`config.mk`:
```
export PLATFORM = sky130hd
export DESIGN_NAME = ps2_host_tx
export DESIGN_NICKNAME = d
export VERILOG_FILES = /design/src/rtl/ps2_tx_pkg.sv /design/src/rtl/ps2_tx_sync_edge.sv /design/src/rtl/ps2_host_tx.sv
export SDC_FILE = /design/constraint.sdc
export NUM_CORES = 1
export LEC_CHECK = 0
export ABC_AREA = 0
export CAP_MARGIN = 40
export CORE_MARGIN = 3
export CORE_UTILIZATION = 35
export CTS_CLUSTER_DIAMETER = 40
export DETAILED_ROUTE_END_ITERATION = 8
export PLACE_DENSITY = 0.56
export SLEW_MARGIN = 20
export SYNTH_ARGS = -nofsm -noshare
export SYNTH_HDL_FRONTEND = slang
export SYNTH_HIERARCHICAL = 1
export SYNTH_SLANG_ARGS = --single-unit
```
`constraint.sdc`:
```
create_clock -name clock -period 5.77 [get_ports clock]
set_input_delay 1.154 -clock clock [delete_from_list [all_inputs] [get_ports clock]]
set_output_delay 1.154 -clock clock [all_outputs]
set_load 0.05 [all_outputs]
```
`src/rtl/ps2_tx_pkg.sv`:
```
// Shared types and constants for the PS/2 host-to-device transmitter.
// Holds the FSM state enum, bit-fall indices, command bytes, parity helper.
package ps2_tx_pkg;

    typedef enum logic [2:0] {
        IDLE,
        INHIBIT,
        REQ,
        BITS,
        ACK,
        WAIT_IDLE
    } state_e;

    // Index of the device clock fall that triggers each frame action.
    localparam logic [3:0] LAST_DATA_FALL = 4'd8;
    localparam logic [3:0] PARITY_FALL    = 4'd9;
    localparam logic [3:0] STOP_FALL      = 4'd10;
    localparam logic [3:0] ACK_FALL       = 4'd11;

    localparam logic [7:0] CMD_SET_LEDS = 8'hED;
    localparam logic [7:0] CMD_ENABLE   = 8'hF4;

    function automatic logic odd_parity(input logic [7:0] b);
        return ~^b;
    endfunction

endpackage

```
`src/rtl/ps2_tx_sync_edge.sv`:
```
// ps2_sync_edge: 2-FF synchronizer for a raw PS/2 pin plus a registered
// falling-edge pulse. Ports: clock_i, reset_i, pin_i -> level_o, fall_o.
module ps2_sync_edge (
    input  logic clock_i,
    input  logic reset_i,
    input  logic pin_i,
    output logic level_o,
    output logic fall_o
);

    logic [1:0] sync_q;
    logic       prev_q;
    logic       fall_q;

    // Idle bus level is high, so reset to 1 to avoid a false fall.
    always_ff @(posedge clock_i) begin
        if (reset_i) begin
            sync_q <= 2'b11;
            prev_q <= 1'b1;
            fall_q <= 1'b0;
        end else begin
            sync_q <= {sync_q[0], pin_i};
            prev_q <= sync_q[1];
            fall_q <= prev_q & ~sync_q[1];
        end
    end

    assign level_o = sync_q[1];
    assign fall_o  = fall_q;

endmodule

```
`src/rtl/ps2_host_tx.sv`:
```
// ps2_host_tx: sends one command byte host->device over open-drain PS/2.
// Ports: clock, reset, tx_data/tx_valid/tx_ready handshake, tx_busy,
// tx_done/tx_error pulses, ps2_clock_in/ps2_data_in raw pins,
// ps2_clock_oe/ps2_data_oe (1 = pull low). Optional watchdog via
// macro PS2_TX_TIMEOUT_EN (uses TIMEOUT_CYCLES).
module ps2_host_tx
    import ps2_tx_pkg::*;
#(
    parameter int unsigned INHIBIT_CYCLES = 6000,
    parameter int unsigned TIMEOUT_CYCLES = 750000
) (
    input  logic       clock,
    input  logic       reset,
    input  logic [7:0] tx_data,
    input  logic       tx_valid,
    output logic       tx_ready,
    output logic       tx_busy,
    output logic       tx_done,
    output logic       tx_error,
    input  logic       ps2_clock_in,
    input  logic       ps2_data_in,
    output logic       ps2_clock_oe,
    output logic       ps2_data_oe
);

    localparam int unsigned INH_W =
        (INHIBIT_CYCLES > 1) ? $clog2(INHIBIT_CYCLES) : 1;
    localparam logic [INH_W-1:0] INH_LAST = INH_W'(INHIBIT_CYCLES - 1);

    logic clk_lvl;
    logic clk_fall;
    logic data_lvl;

    ps2_sync_edge u_sync_clk (
        .clock_i (clock),
        .reset_i (reset),
        .pin_i   (ps2_clock_in),
        .level_o (clk_lvl),
        .fall_o  (clk_fall)
    );

    ps2_sync_edge u_sync_data (
        .clock_i (clock),
        .reset_i (reset),
        .pin_i   (ps2_data_in),
        .level_o (data_lvl),
        .fall_o  ()
    );

    state_e           state_q;
    logic [INH_W-1:0] inh_cnt_q;
    logic [3:0]       bit_cnt_q;
    logic [7:0]       shift_q;
    logic             parity_q;
    logic             ack_seen_q;
    logic             clk_oe_q;
    logic             data_oe_q;
    logic             ready_q;
    logic             busy_q;
    logic             done_q;
    logic             error_q;
    logic [3:0]       fall_n;

`ifdef PS2_TX_TIMEOUT_EN
    localparam int unsigned WD_W =
        (TIMEOUT_CYCLES > 1) ? $clog2(TIMEOUT_CYCLES) : 1;
    localparam logic [WD_W-1:0] WD_LAST = WD_W'(TIMEOUT_CYCLES - 1);
    logic [WD_W-1:0] wd_q;
    logic            wd_run;
    assign wd_run = (state_q == BITS) || (state_q == ACK) ||
                    (state_q == WAIT_IDLE);
`endif

    // Number of the fall currently being serviced (1-based).
    assign fall_n = bit_cnt_q + 4'd1;

    always_ff @(posedge clock) begin
        if (reset) begin
            state_q    <= IDLE;
            inh_cnt_q  <= '0;
            bit_cnt_q  <= '0;
            shift_q    <= '0;
            parity_q   <= 1'b0;
            ack_seen_q <= 1'b0;
            clk_oe_q   <= 1'b0;
            data_oe_q  <= 1'b0;
            ready_q    <= 1'b1;
            busy_q     <= 1'b0;
            done_q     <= 1'b0;
            error_q    <= 1'b0;
`ifdef PS2_TX_TIMEOUT_EN
            wd_q       <= '0;
`endif
        end else begin
            done_q  <= 1'b0;
            error_q <= 1'b0;
            unique case (state_q)
                IDLE: begin
                    if (tx_valid && ready_q) begin
                        shift_q    <= tx_data;
                        parity_q   <= odd_parity(tx_data);
                        ack_seen_q <= 1'b0;
                        inh_cnt_q  <= '0;
                        clk_oe_q   <= 1'b1;
                        ready_q    <= 1'b0;
                        busy_q     <= 1'b1;
                        state_q    <= INHIBIT;
                    end
                end
                INHIBIT: begin
                    if (inh_cnt_q == INH_LAST) begin
                        data_oe_q <= 1'b1;
                        state_q   <= REQ;
                    end else begin
                        inh_cnt_q <= inh_cnt_q + 1'b1;
                    end
                end
                REQ: begin
                    // Data stays low: that is the start bit.
                    clk_oe_q  <= 1'b0;
                    bit_cnt_q <= '0;
                    state_q   <= BITS;
                end
                BITS: begin
                    if (clk_fall) begin
                        bit_cnt_q <= fall_n;
                        unique case (1'b1)
                            (fall_n <= LAST_DATA_FALL): begin
                                data_oe_q <= ~shift_q[0];
                                shift_q   <= {1'b0, shift_q[7:1]};
                            end
                            (fall_n == PARITY_FALL): begin
                                data_oe_q <= ~parity_q;
                            end
                            (fall_n >= STOP_FALL): begin
                                data_oe_q <= 1'b0;
                                state_q   <= ACK;
                            end
                            default: ;
                        endcase
                    end
                end
                ACK: begin
                    if (clk_fall) begin
                        bit_cnt_q <= ACK_FALL;
                        if (!data_lvl) begin
                            ack_seen_q <= 1'b1;
                        end else begin
                            error_q <= 1'b1;
                        end
                        state_q <= WAIT_IDLE;
                    end
                end
                WAIT_IDLE: begin
                    if (clk_lvl && data_lvl) begin
                        done_q  <= ack_seen_q;
                        ready_q <= 1'b1;
                        busy_q  <= 1'b0;
                        state_q <= IDLE;
                    end
                end
                default: begin
                    state_q <= IDLE;
                end
            endcase
`ifdef PS2_TX_TIMEOUT_EN
            // Every state change inside the watched states coincides
            // with a detected fall, so clearing on fall covers both.
            if (!wd_run || clk_fall) begin
                wd_q <= '0;
            end else if (wd_q == WD_LAST) begin
                wd_q      <= '0;
                clk_oe_q  <= 1'b0;
                data_oe_q <= 1'b0;
                done_q    <= 1'b0;
                error_q   <= 1'b1;
                ready_q   <= 1'b1;
                busy_q    <= 1'b0;
                state_q   <= IDLE;
            end else begin
                wd_q <= wd_q + 1'b1;
            end
`endif
        end
    end

    assign tx_ready     = ready_q;
    assign tx_busy      = busy_q;
    assign tx_done      = done_q;
    assign tx_error     = error_q;
    assign ps2_clock_oe = clk_oe_q;
    assign ps2_data_oe  = data_oe_q;

endmodule

```
* Yosys cells after proc, flatten, opt, wreduce, memory -nomap -nowiden
Index checks and enable logic that the tools add are counted.
Widths: inputs -> output; s select.
** Operators by class
- Eq/ne operators :: 17
- Muxes and demuxes :: 32
- Reduce and logical (&&, ||, !) cells :: 22
- Magnitude comparators :: 2
- Bitwise operators :: 8
- Add/sub/neg operators :: 2
** Operators with widths (count)
- $mux 13 :: 2
- $pmux 13 s2 :: 1
- $mux 8 :: 3
- $mux 3 :: 6
- $pmux 3 s6 :: 1
- $pmux 8 s2 :: 1
- $ne 2x2->1 const B :: 7
- $add 13x1->13 const B :: 1
- $eq 13x13->1 const B :: 1
- $pmux 4 s3 :: 1
- $reduce_and 4->1 :: 3
- $reduce_bool 2->1 :: 6
- $pmux 1 s2 :: 5
- $mux 1 :: 9
- $reduce_and 3->1 :: 3
- $mux 4 :: 2
- $reduce_xnor 8->1 :: 1
- $not 1->1 :: 7
- $eq 3x2->1 const B :: 2
- $eq 3x3->1 const B :: 2
- $reduce_and 6->1 :: 1
- $reduce_or 3->1 :: 2
- $add 4x1->4 const B :: 1
- $eq 4x4->1 const B :: 1
- 11 further kinds :: 14
** Storage, ports and cells
- Output and inout bits :: 6
- Input port bits :: 13
- Word-level logic and storage cells :: 99
- Register bits after elaboration :: 42

* Longest topological paths before layout
Gate-level depths: netlist of the first run.
- Depth after elaboration :: 5
- Depth in mapped cells :: 8

* Modules after synthesis
The synthesis of the first run kept the hierarchy.
** Modules (own cells, without submodules)
- ps2_host_tx :: instances 1, seq. area each 720.7 um^2, area each 1961.9 um^2, cells each 239
- ps2_sync_edge :: instances 2, seq. area each 80.1 um^2, area each 106.4 um^2, cells each 8

* Worst setup path before layout of the first run
No wires, ideal clock.
- Path kind :: input -> register
- Start :: in tx_valid
- End :: reg shift_q[4]
- Setup time :: 0.091 ns
- Stages :: 7
- Setup slack :: 3.347 ns
- Data required time :: 5.679 ns
- Arrival :: 2.332 ns
- Cells stage by stage :: and3b_1 -> and2_1 -> clkbuf_1 -> o22a_1 -> buf_2 -> nor2_1 -> a311oi_1
** Between the ends
- Cells in the longest elaborated chain, start to end :: 3
** RTL lines
- start, declared :: RTL line ps2_host_tx.sv:15 : input logic tx_valid,
- $logic_and 1x1->1 :: RTL line ps2_host_tx.sv:99 : if (tx_valid && ready_q) begin
- $ne 2x2->1 (no source line)
- $reduce_and 4->1 (no source line)
- end signal, assigned :: RTL line ps2_host_tx.sv:100 : shift_q <= tx_data;
- end signal, assigned :: RTL line ps2_host_tx.sv:130 : shift_q <= {1'b0, shift_q[7:1]};
- end, declared :: RTL line ps2_host_tx.sv:53 : logic [7:0] shift_q;
No other way between the ends.
A chain may end at the register's enable or synchronous reset.

* Worst setup path after layout of the first run
- Start :: reg state_q[0]
- End :: reg shift_q[3]
** Between the ends
- Cells in the longest elaborated chain, start to end :: 3
- Elaborated cells between the ends (all ways) :: 8
** RTL lines
- start, declared :: RTL line ps2_host_tx.sv:50 : state_e state_q;
- start signal, assigned :: RTL line ps2_host_tx.sv:79 : state_q <= IDLE;
- start signal, assigned :: RTL line ps2_host_tx.sv:107 : state_q <= INHIBIT;
- start signal, assigned :: RTL line ps2_host_tx.sv:113 : state_q <= REQ;
- $eq 3x2->1 / $logic_not 3->1 (equally long branches) :: RTL line ps2_host_tx.sv:97 : unique case (state_q)
- $ne 2x2->1 (no source line), or another cell as far along
- $reduce_and 4->1 (no source line)
Parallel ways exist; a longest one is shown, timed or not.

==> results of run 1 <==
==> stage by stage <==
step	cell area [um2]	hold WS, ps	std cells
after global routing	2420	424	337
after detailed placement	2310	393	330
after global placement	2310	389	330
final	2420	409	337
after floorplan	2120	385	251
after CTS	2420	413	337
==> metal layers <==
layer | GRT usage | up-vias | wire length, um
li1 | - | 905 | -
met1 | 0.161 | 814 | 2110
met4 | 0.0497 | 0 | 85
met5 | 0 | - | 0
met2 | 0.205 | 25 | 1910
met3 | 0.0355 | 8 | 173
==> critical path: cells and delay by family, from the launching register on <==
| kind | cells | cell delay [ps] |
|---|---|---|
| AOI/OAI and AO/OA | 3 | 970 |
| and+or+nand+nor | 3 | 1210 |
| DFF | 1 | 560 |
==> worst paths after layout <==
path                                         start                               end  slack, ps  depth (start not counted)
hold reg to reg   u_sync_data/sync_q[0]$_SDFF_PP1_  u_sync_data/sync_q[1]$_SDFF_PP1_        410                          1
setup reg to reg           state_q[0]$_SDFFE_PP0P_           shift_q[3]$_SDFFE_PP0P_       2930                          6
hold / removal    u_sync_data/sync_q[0]$_SDFF_PP1_  u_sync_data/sync_q[1]$_SDFF_PP1_        410                          1
setup / recovery           state_q[0]$_SDFFE_PP0P_           shift_q[3]$_SDFFE_PP0P_       2930                          6
==> power by group through the flow <==
stage	registers [uW]	logic, uW	clock network [uW]
detailed placement	343	151	0
floorplan	343	117	0
CTS	336	151	243
global placement	343	149	0
global route	340	168	253
finish	336	150	235
==> registers in the layout, summed over array words and instances (netlist names) <==
| name | count |
|---|---|
| ack_seen_q | 1 |
| bit_cnt_q | 4 |
| inh_cnt_q | 13 |
| parity_q | 1 |
| ps2_clock_oe | 1 |
| ps2_data_oe | 1 |
| shift_q | 8 |
| state_q | 3 |
| tx_busy | 1 |
| tx_done | 1 |
| tx_error | 1 |
| tx_ready | 1 |
| u_sync_clk/fall_o | 1 |
| u_sync_clk/prev_q | 1 |
| u_sync_clk/sync_q | 2 |
| u_sync_data/sync_q | 2 |
==> layout by cell type (no fill, tap or decap), types with 4 or more instances in the layout <==
master and count:
dfxtp_1 42, nand2_1 30, nor2_1 26, nand3_1 19, clkdlybuf4s50_1 18, a21oi_1 16, xnor2_1 13, inv_1 7
o21ai_0 7, a311oi_1 7, or2_1 6, xor2_1 6, clkbuf_8 6, nand2b_1 5, and2_1 4, nor3_1 4
ha_1 4
==> layout make-up <==
cell class / instances / area (um2) / area share
clock buffer: 6 / 82.6 / 0.0341
multi-input combinational: 190 / 1160 / 0.481
timing repair buffer: 19 / 188 / 0.0775
tap: 72 / 90.1 / 0.0372
sequential: 42 / 841 / 0.347
clock inverter: 1 / 30.0 / 0.0124
inverter: 7 / 26.3 / 0.0108
==> metrics.txt, run 1 <==
status complete, no violations; FP Rows 27; Total Routing Usage GR 0.128; CTS HTree Levels 2; # resized after CTS 0; power density over the cells about 300 mW/mm2; Finish-stage setup viols 0; DRT Pass-1 Iters 4; Hold Vio Cnt, Final 0; WL per Instance 12.7 um; max incr delay on CP approximately 700 ps; Core Box Area about 0.0057 mm2; Fill cells 597; Post-CTS Hold Buffers 0; switching share of power 0.290; final net count 282; synthesis warning total 6; final setup margin about 2900 ps; LEAKAGE roughly 0.00085 uW; Routed Antenna Nets 0; PnR Total Power just over 700 uW; number of post-CTS setup repair buffers 0; CP Class reg -> reg; CP Cell Sequence nor2b_1 -> nand2_1 -> a21oi_1 -> o22a_1 -> nor2_1 -> a311oi_1; detailed-route DRC error count 0; initial DRC count about 110; f_max ~0.35 GHz; Clock power frac 0.326; HPWL after DPL 3040 um; Worst-path clk slew roughly 80 ps; Psw around 210 uW; Skew-Pair Late Insertion Delay around 290 ps; average size of a mapped cell 8.45 um2; max-cap violations 0; Netlist Area Pre-Place 0.00212 mm2; initial antenna violation count 0; critical path peak fanout 15; Mapped Nets between 200 and 300; Via Count 1752; Worst setup SP type register; final wirelength roughly 4300 um; number of buffers created by CTS 5; Slew Viols, Final 0; fin crit period about 2800 ps; combinational share of power 0.208; first-pass GRT wire length approximately 7400 um; Area Growth Syn to Fin 14.2%; Peak VDD IR between 0.1 and 0.15 mV; Pint ~500 uW; GRT Residual Overflow 0; max_slew headroom 0.462; final worst-path cycle share 0.493; post-DR vias/cell a little over 5; nature of the critical path endpoint register; Clock Skews between 2 and 3 ps; slowest cell on the critical path nor2b_1; Crit path arrival time around 3000 ps; share of layout cells above drive strength 1 0.0604; CTS max path bufs 2; number of global-route vias before repair between 1500 and 2000; HP Class reg -> reg; Die H about 84 um; WP data required about 6000 ps; post-layout util 0.427; pin count of the biggest net entering global routing 31; Antenna Cells 0; Port Buffers 18; Sum Neg Setup Slack 0 ps; Placer Congestion approximately 0.80; measured slew at the worst slew-check pin between 800 and 900 ps; Place WS around 2700 ps; Clock Tree Root clkbuf_8; die area 0.00703 mm2; Initial Utilization 0.374; CTS tree yes; Mapped Cells around 250; RSZ-0062 raised after global routing no; IO Pins 19; sequential share of power 0.466; CTS sink cnt 42; DIE WIDTH ~84 um
No activity file was read; power rests on OpenSTA's default activity.
==> inputs of run 2 (changes only) <==
--- a/config.mk
+++ b/config.mk
@@ -11,7 +11,7 @@
 export CORE_UTILIZATION = 35
 export CTS_CLUSTER_DIAMETER = 40
 export DETAILED_ROUTE_END_ITERATION = 8
-export PLACE_DENSITY = 0.56
+export PLACE_DENSITY = 0.58
 export SLEW_MARGIN = 20
 export SYNTH_ARGS = -nofsm -noshare
 export SYNTH_HDL_FRONTEND = slang
==> constraint.sdc (replaced) <==
create_clock -name clock -period 2.49 [get_ports clock]
set_input_delay 0.498 -clock clock [delete_from_list [all_inputs] [get_ports clock]]
set_output_delay 0.498 -clock clock [all_outputs]
set_load 0.05 [all_outputs]
==> metrics.txt, run 2 (synthesized netlist as in run 1, its figures left out) <==
Sum Neg Setup Slack 0 ps; Peak VDD IR ~0.30 mV; Skew-Pair Late Insertion Delay approximately 300 ps; f_max 0.459 GHz; first-pass GRT wire length around 7700 um; Routed Antenna Nets 0; Placer Congestion 0.837; most used routing layer met2; Port Buffers 18; HPWL after DPL approximately 3300 um; Finish-stage setup viols 0; most common cell after layout, fill and taps aside dfxtp_1; Slew Viols, Final 0; Clock Tree Root clkbuf_8; # resized after CTS 0; Final Non-Filler Cells 346; Crit path arrival time about 2400 ps; IO Pins 19; WL per Instance between 10 and 15 um; Clock Skews about 11 ps; Initial Utilization 0.374; Cells after DPL around 340; Via Count 1781; CTS max path bufs 2; Worst setup SP type register; Die H ~84 um; Core Box Area 0.00568 mm2; number of post-CTS setup repair buffers 0; Worst-path clk slew ~90 ps; max_slew headroom 0.649; Most flops, register inh_cnt_q; Hold Vio Cnt, Final 0; power density over the cells around 660 mW/mm2; FP Rows 27; CTS sink cnt 42; status complete, no violations; max reg flops 13; RSZ-0062 raised after global routing no; LEAKAGE just under 0.0009 uW; final worst-path cycle share 0.876; met1 Usage GRT 0.174; Total Routing Usage GR 0.135; Antenna Cells 0; fin crit period around 2200 ps; post-DR vias/cell 5.15; CP Class reg -> reg; WP data required ~2700 ps; final wirelength 4490 um; pin count of the biggest net entering global routing 24; GRT Residual Overflow 0; die area around 0.0070 mm2; met3 layer usage reported by global route 0.0326; share of layout cells above drive strength 1 0.0912; Area Growth Syn to Fin 16.2%; critical path peak fanout 15; most frequent cells in the layout dfxtp_1, nand2_1, nor2_1, nand3_1, clkdlybuf4s50_1; CTS HTree Levels 2; DIE WIDTH around 84 um; max-cap violations 0; final net count 290; Largest regs inh_cnt_q (13), shift_q (8), bit_cnt_q (4); HP Class reg -> reg; CTS tree yes; number of global-route vias before repair around 1700; GR met2 Demand/Resource 0.221; initial DRC count 90; DRT Pass-1 Iters 5; measured slew at the worst slew-check pin about 530 ps; detailed-route DRC error count 0; Hold WS slightly above 400 ps; initial antenna violation count 0; nature of the critical path endpoint register; number of buffers created by CTS 5; Post-CTS Hold Buffers 0
==> run 2: cell count changes in the layout (fill, tap and decap cells not counted), sizes merged <==
cell | before | now
clkinv | 0 | 1
buf | 1 | 9
bufinv | 1 | 0
clkinvlp | 0 | 1
==> run 2: worst paths after layout <==
check	startpoint	endpoint	slack, ps	depth (start not counted)
worst max register to register	state_q[0]$_SDFFE_PP0P_	shift_q[4]$_SDFFE_PP0P_	310	7
worst min-delay path	u_sync_clk/sync_q[0]$_SDFF_PP1_	u_sync_clk/sync_q[1]$_SDFF_PP1_	410	1
worst min register to register	u_sync_clk/sync_q[0]$_SDFF_PP1_	u_sync_clk/sync_q[1]$_SDFF_PP1_	410	1
worst max-delay path	state_q[0]$_SDFFE_PP0P_	shift_q[4]$_SDFFE_PP0P_	310	7
==> run 2: worst max-delay path, cell delays in order, from the launching register on <==
cell and delay (ps):
dfxtp_1 570, nor2b_1 320, nand2_1 290, a21oi_1 220, o22a_1 160, buf_4 180, nor2_1 50, a311oi_1 270
==> run 2: metal layers <==
metal	part of all wire	vias to the layer above
met1	0.50	831
met4	0.0098	0
met2	0.46	23
met3	0.029	4
li1	-	923
met5	0	-
==> run 2: power breakdown <==
group	switching, uW	leakage (uW)	internal, uW
combinational	225	0.000488	169
sequential	46.1	0.000343	725
clock	246	0.0000472	223
total	518	0.000878	1120
==> run 2: layout make-up <==
| type | instances | area (um2) |
|---|---|---|
| Clock inverter | 2 | 12.5 |
| Timing Repair Buffer | 27 | 248 |
| Inverter | 7 | 26.3 |
| Multi-Input combinational cell | 190 | 1160 |
| Fill cell | 582 | 3210 |
| Clock buffer | 6 | 82.6 |
| Sequential cell | 42 | 841 |
| Tap cell | 72 | 90.1 |
==> run 2: stage by stage <==
| stage | worst slack [ps] | instance area [um2] | power (uW) | utilization |
|---|---|---|---|---|
| finish | 310 | 2460 | 1630 | 0.434 |
| global placement | 338 | 2370 | 1180 | 0.418 |
| detailed placement | 307 | 2370 | 1180 | 0.418 |
| CTS | 335 | 2460 | 1650 | 0.434 |
| global route | 101 | 2460 | 1720 | 0.434 |
| floorplan | 501 | 2120 | 1070 | - |
==> inputs of run 3 (changes only) <==
==> constraint.sdc (replaced) <==
create_clock -name clock -period 2.49 [get_ports clock]
set_input_delay 0.249 -clock clock [delete_from_list [all_inputs] [get_ports clock]]
set_output_delay 0.249 -clock clock [all_outputs]
set_load 0.05 [all_outputs]
==> metrics.txt, run 3 (synthesized netlist as in run 1, its figures left out) <==
Antenna Cells 0; final wirelength approximately 4400 um; Worst setup SP type register; initial antenna violation count 0; Core Box Area around 0.0057 mm2; max-cap violations 0; most common cell after layout, fill and taps aside dfxtp_1; switching share of power 0.290; Sum Neg Setup Slack 0 ps; HP Class reg -> reg; Most flops, register inh_cnt_q; Initial Utilization 0.374; max_slew headroom 0.652; Area Growth Syn to Fin 16.3%; initial DRC count 83; Clock power frac 0.322; CTS sink cnt between 40 and 50; number of post-CTS setup repair buffers 0; CTS tree yes; status complete, no violations; post-DR vias/cell 5.06; slowest cell on the critical path or4_4; LEAKAGE between 0.0008 and 0.0009 uW; HPWL after DPL between 3000 and 4000 um; IO Pins 19; combinational share of power 0.224; CP bufs+invs 0; nature of the critical path endpoint register; f_max about 0.49 GHz; critical path peak fanout 5; Post-CTS Hold Buffers 0; RSZ-0062 raised after global routing no; fin crit period just over 2000 ps; WL per Instance roughly 13 um; pin count of the biggest net entering global routing 17; most frequent cells in the layout dfxtp_1, nand2_1, nor2_1, nand3_1, clkdlybuf4s50_1; Die H 83.8 um; fin area approximately 0.0025 mm2; power density over the cells 688 mW/mm2; detailed-route DRC error count 0; Skew-Pair Late Insertion Delay ~300 ps; Clock Skews 4.51 ps; Peak VDD IR between 0.2 and 0.3 mV; Largest regs inh_cnt_q (13), shift_q (8), bit_cnt_q (4); Placer Congestion ~0.8; first-pass GRT wire length 7710 um; final worst-path cycle share 0.825; GRT Residual Overflow 0; CTS HTree Levels 2; WP data required around 2700 ps; Post-Place Cell Area ~0.0024 mm2; CP Cell Sequence ha_1 -> nand3_1 -> or4_4 -> and2_4 -> a211oi_4 -> a21oi_1 -> a211oi_2; # resized after CTS 0; max incr delay on CP 530 ps; DRT Pass-1 Iters 4; Total Routing Usage GR 0.132; Clock Tree Root clkbuf_8; share of layout cells above drive strength 1 0.0812; final net count between 200 and 300; Psw between 400 and 500 uW; Largest delay share family, worst path simple AND/OR/NAND/NOR gates; Crit path arrival time approximately 2300 ps; number of global-route vias before repair roughly 1700; measured slew at the worst slew-check pin 522 ps; Hold Vio Cnt, Final 0; Finish-stage setup viols 0; sequential share of power 0.454; FP Rows 27; Pint 1200 uW; die area 0.00703 mm2; Port Buffers 18; Routed Antenna Nets 0; CP Class reg -> reg; CTS max path bufs 2; number of buffers created by CTS 5; max reg flops 13; Slew Viols, Final 0; Worst-path clk slew roughly 80 ps; Via Count approximately 1700; DIE WIDTH about 84 um
[run 3: path summary, 6_finish.rpt]
path,from,to,slack [ps],depth (start not counted)
worst max-delay path,inh_cnt_q[0]$_SDFFE_PP0P_,state_q[1]$_SDFFE_PP0P_,440,7
worst min-delay path,u_sync_clk/sync_q[0]$_SDFF_PP1_,u_sync_clk/sync_q[1]$_SDFF_PP1_,410,1
worst max register to register,inh_cnt_q[0]$_SDFFE_PP0P_,state_q[1]$_SDFFE_PP0P_,440,7
worst min register to register,u_sync_clk/sync_q[0]$_SDFF_PP1_,u_sync_clk/sync_q[1]$_SDFF_PP1_,410,1
[run 3: cell type report]
type                    instances  area [um2]
multi-input cells             190        1160
flip-flops and latches         42         841
fillers                       597        3210
well taps                      72        90.1
repair buffers                 25         233
inverters                       7        26.3
clock inverters                 1        30.0
clock buffers                   6        82.6
[run 3: per-layer routing]
| layer | GRT usage | up-vias | wire (um) | share of wire |
|---|---|---|---|---|
| met5 | 0 | - | 0 | 0 |
| met4 | 0.0395 | 0 | 51 | 0.012 |
| met3 | 0.0336 | 5 | 147 | 0.033 |
| met2 | 0.218 | 22 | 2080 | 0.47 |
| met1 | 0.168 | 794 | 2120 | 0.48 |
| li1 | - | 916 | - | - |
[run 3: power by group through the flow]
stage / registers [uW] / clock network (uW) / logic (uW)
CTS: 770 / 567 / 383
global placement: 787 / 0 / 379
floorplan: 795 / 0 / 271
detailed placement: 786 / 0 / 382
finish: 770 / 546 / 381
global route: 779 / 597 / 423
[run 3: worst register-to-register path: cells and delay by family, from the launching register on]
family | cells | cell delay [ps]
and+or+nand+nor | 3 | 850
AOI/OAI and AO/OA | 3 | 600
adders and majority gates | 1 | 170
DFF | 1 | 360
[run 3: through the flow]
stage               setup WS (ps)  power (uW)  hold WS, ps  cells  utilization
floorplan                     501        1070          325    251            -
global placement              420        1170          393    336        0.415
detailed placement            354        1170          392    336        0.415
CTS                           434        1720          411    343        0.435
global route                  195        1800          437    343        0.435
finish                        435        1700          408    343        0.435
==> variant 1, RTL diff (flow settings as in run 3) <==
Put one more register stage on the output `tx_error`, without a reset. The value now appears one clock later. The other outputs are not delayed to match.
--- a/src/rtl/ps2_host_tx.sv
+++ b/src/rtl/ps2_host_tx.sv
@@ -188,5 +188,7 @@
     assign tx_busy      = busy_q;
     assign tx_done      = done_q;
-    assign tx_error     = error_q;
+    always_ff @(posedge clock) begin
+        tx_error <= error_q;
+    end
     assign ps2_clock_oe = clk_oe_q;
     assign ps2_data_oe  = data_oe_q;
Behaviour: no difference found for any inputs over 10 cycles, from zero or initial values and one cycle with reset high; that may be too few to reach the edited logic, so the function may still have changed.
==> variant 1 against run 3 <==
- total power is 1.7% higher
- worst setup slack better by 0.11 ns
- largest power group unchanged
- sequential cell count is 1 higher
- design area is 8.7% higher
- critical endpoint is now inh_cnt_q[11]
- routed wire length is 10% higher
- area after synthesis is 10% higher
- global-route usage is 0.68 points higher
- synthesized cell count is 6.8% higher
- largest cell class unchanged
==> variant 1: results (changes against run 3) <==
routability cong. 0.769 (was 0.811); max incr delay on CP 0.57 ns (was 0.53 ns); Clk pin slew, worst setup/hold paths 0.08 ns (about the same); fill count 654 (was 597); largest net degree at the start of global routing 26 (was 17); number of H-tree levels 2 (unchanged); ANT cells 0 (unchanged); outcome complete, no violations (unchanged); GRT Total Usage 0.139 (was 0.132); CTS Buffer Depth 2 (unchanged); Worst Tran Pin Value 0.670 ns (was 0.522 ns); first-pass GRT wire length 8690 um (was 7710 um); Worst Skew 0.00608 ns (was 0.00451 ns); Vias 1935 (was 1737); DP HPWL 3500 um (was 3280 um); clock buffer count from CTS 5 (unchanged); total iterations of the first detailed-routing run 4 (unchanged); worst hold path type flip-flop to flip-flop (unchanged); antenna violations before repair 0 (unchanged); CTS root buffer clkbuf_8 (unchanged); arrival time worst endpoint 2.13 ns (was 2.27 ns); final WL 4850 um (was 4400 um); layout cells sized above 1 0.101 (was 0.0812); LEAKAGE 0.934 nW (was 0.877 nW); Clock Latency Late Sink 0.29 ns; PostCTS Resize Cnt 0 (unchanged); fin crit share 0.782 (was 0.825); r2r setup slk 0.54 ns (was 0.44 ns); # Post-CTS Setup Buffers 0 (unchanged); CP max FO 18 (was 5); Port Buf Inserts 18 (unchanged); dpl cell area 2580 um2 (was 2350 um2); biggest regs inh_cnt_q (13), shift_q (8), bit_cnt_q (4) (unchanged); Post-Synthesis Net Count 285 (was 268); nets 303 (was 288); starting DRC count in detailed routing 95 (was 83); yosys warns 6 (unchanged); vias in the first global route 1828 (was 1665); hold slack 0.331 ns (was 0.408 ns); VDD IR max 0.422 mV (was 0.260 mV); CP max stage cell a21oi_2 (was or4_4); dpl ws 0.504 ns (was 0.354 ns)
==> variant 1: final timing paths <==
check	from	to	cells past startpoint
max	inh_cnt_q[0]	inh_cnt_q[11]	6
max reg2reg	inh_cnt_q[0]	inh_cnt_q[11]	6
min reg2reg	error_q	tx_error	0
min	error_q	tx_error	0
==> variant 1: layer usage <==
metal / GRT usage / share of wire / wire length [um]
met5: 0 / 0 / 0
met3: 0.0357 / 0.043 / 208
met1: 0.209 / 0.53 / 2570
met4: 0.0293 / 0.0078 / 38
met2: 0.198 / 0.42 / 2030
==> variant 1: critical path, delay by kind of cell, from the launching register on <==
| family | cells | cell delay (ns) |
|---|---|---|
| AOI/OAI and AO/OA | 2 | 0.76 |
| and+or+nand+nor | 3 | 0.49 |
| adders and majority gates | 1 | 0.20 |
| DFF | 1 | 0.39 |
==> variant 1: area by class of cell <==
type | count | area (um2) | area share
clock inverters | 1 | 30.0 | 0.0112
clock buffers | 6 | 72.6 | 0.0271
multi-input cells | 204 | 1360 | 0.507
well taps | 77 | 96.3 | 0.0359
flip-flops and latches | 43 | 861 | 0.321
inverters | 6 | 22.5 | 0.00840
repair buffers | 26 | 240 | 0.0896
==> variant 1: report_power, final <==
group          switching [mW]  internal (mW)  leakage [nW]
registers              0.0522          0.738         0.350
clock network           0.227          0.294        0.0513
logic                   0.250          0.165         0.532
==> variant 1: stage by stage <==
step           std cells  utilization
2_1_floorplan        268            -
3_3_place_gp         356        0.402
3_5_place_dp         356        0.402
4_1_cts              363        0.417
5_1_grt              363        0.417
6_report             363        0.417
==> variant 2, RTL diff (settings of run 3) <==
Made on the original files. The option `PS2_TX_TIMEOUT_EN` is turned on by a define.
--- a/src/rtl/ps2_host_tx.sv
+++ b/src/rtl/ps2_host_tx.sv
@@ -4,4 +4,6 @@
 // ps2_clock_oe/ps2_data_oe (1 = pull low). Optional watchdog via
 // macro PS2_TX_TIMEOUT_EN (uses TIMEOUT_CYCLES).
+`define PS2_TX_TIMEOUT_EN
+
 module ps2_host_tx
     import ps2_tx_pkg::*;
Function: same outputs for any inputs over 10 cycles, from zero or initial values and one cycle with reset high; that may be too few to reach the edited logic, so the function may still have changed.
==> variant 2 against run 3 <==
- total power up 18%
- routed wire length up 49%
- area after synthesis up 44%
- maximum frequency up 4.0%
- worst setup slack better by 0.079 ns
- utilization down 1.6 points
- sequential power up 35%
- design area up 42%
- via count up 51%
- sequential cell count up 20
==> variant 2: results (changes against run 3) <==
first-pass GRT wire length 11400 um (was 7710 um); hold slack 0.408 ns (about the same); DP HPWL 4640 um (was 3280 um); dpl cell area 3320 um2 (was 2350 um2); Vias 2615 (was 1737); yosys warns 6 (unchanged); largest net degree at the start of global routing 28 (was 17); Worst Tran Pin Value 0.567 ns (was 0.522 ns); start point of the critical path wd_q[0] (was inh_cnt_q[0]); Fmax 506 MHz (was 487 MHz); Clock Latency Late Sink 0.34 ns (was 0.30 ns); Reg-to-Reg Start wd_q[0] (was inh_cnt_q[0]); r2r setup slk 0.51 ns (was 0.44 ns); number of H-tree levels 3 (was 2); Internal 1.52 mW (was 1.20 mW); starting DRC count in detailed routing 118 (was 83); layout cells sized above 1 0.0739 (was 0.0812); Worst Skew 0.0102 ns (was 0.00451 ns); fill count 871 (was 597); Post-Synthesis Net Count 376 (was 268); outcome complete, no violations (unchanged); nets 393 (was 288); Power Clock 0.794 mW (was 0.546 mW); Finished Layout Cells 484 (was 343); Placed Cells 470 (was 336); Register Area 1240 um2 (was 841 um2); GRT Total Usage 0.143 (was 0.132); Switching Fraction 0.237 (was 0.290); Flop+latch power 1.04 mW (was 0.770 mW); Clk pin slew, worst setup/hold paths 0.06 ns (was 0.08 ns); WL per Instance 13.6 um (was 12.8 um); vias in the first global route 2462 (was 1665); LEAKAGE 1.10 nW (was 0.877 nW); average size of a mapped cell 8.49 um2 (was 8.45 um2); clock buffer count from CTS 9 (was 5); dpl ws 0.419 ns (was 0.354 ns); CP max FO 6 (was 5); routability cong. 0.788 (was 0.811)
variant 2: final timing paths:
| path | to | depth (start not counted) |
|---|---|---|
| max | wd_q[18] | 5 |
| min | u_sync_data/sync_q[1] | 1 |
| max reg2reg | wd_q[18] | 5 |
| min reg2reg | u_sync_data/sync_q[1] | 1 |
variant 2: per-layer routing:
metal  GRT usage  part of all wire  vias up
li1            -                 -     1353
met1       0.186              0.49     1211
met2       0.222              0.45       46
met3      0.0477             0.050        5
met4      0.0504             0.010        0
met5           0                 0        -
variant 2: final cells by class:
cell class	count	share of cell area
Multi-Input combinational cell	266	0.478
Clock buffer	13	0.0483
Timing Repair Buffer	25	0.0666
Tap cell	105	0.0376
Sequential cell	62	0.355
Clock inverter	1	0.00143
Inverter	12	0.0129
variant 2: worst max-delay path, stage by stage (launching register included):
cell	delay (ns)
dfxtp_1	0.37
ha_1	0.23
nand3_2	0.14
or4_1	0.65
or3_1	0.38
a21oi_1	0.14
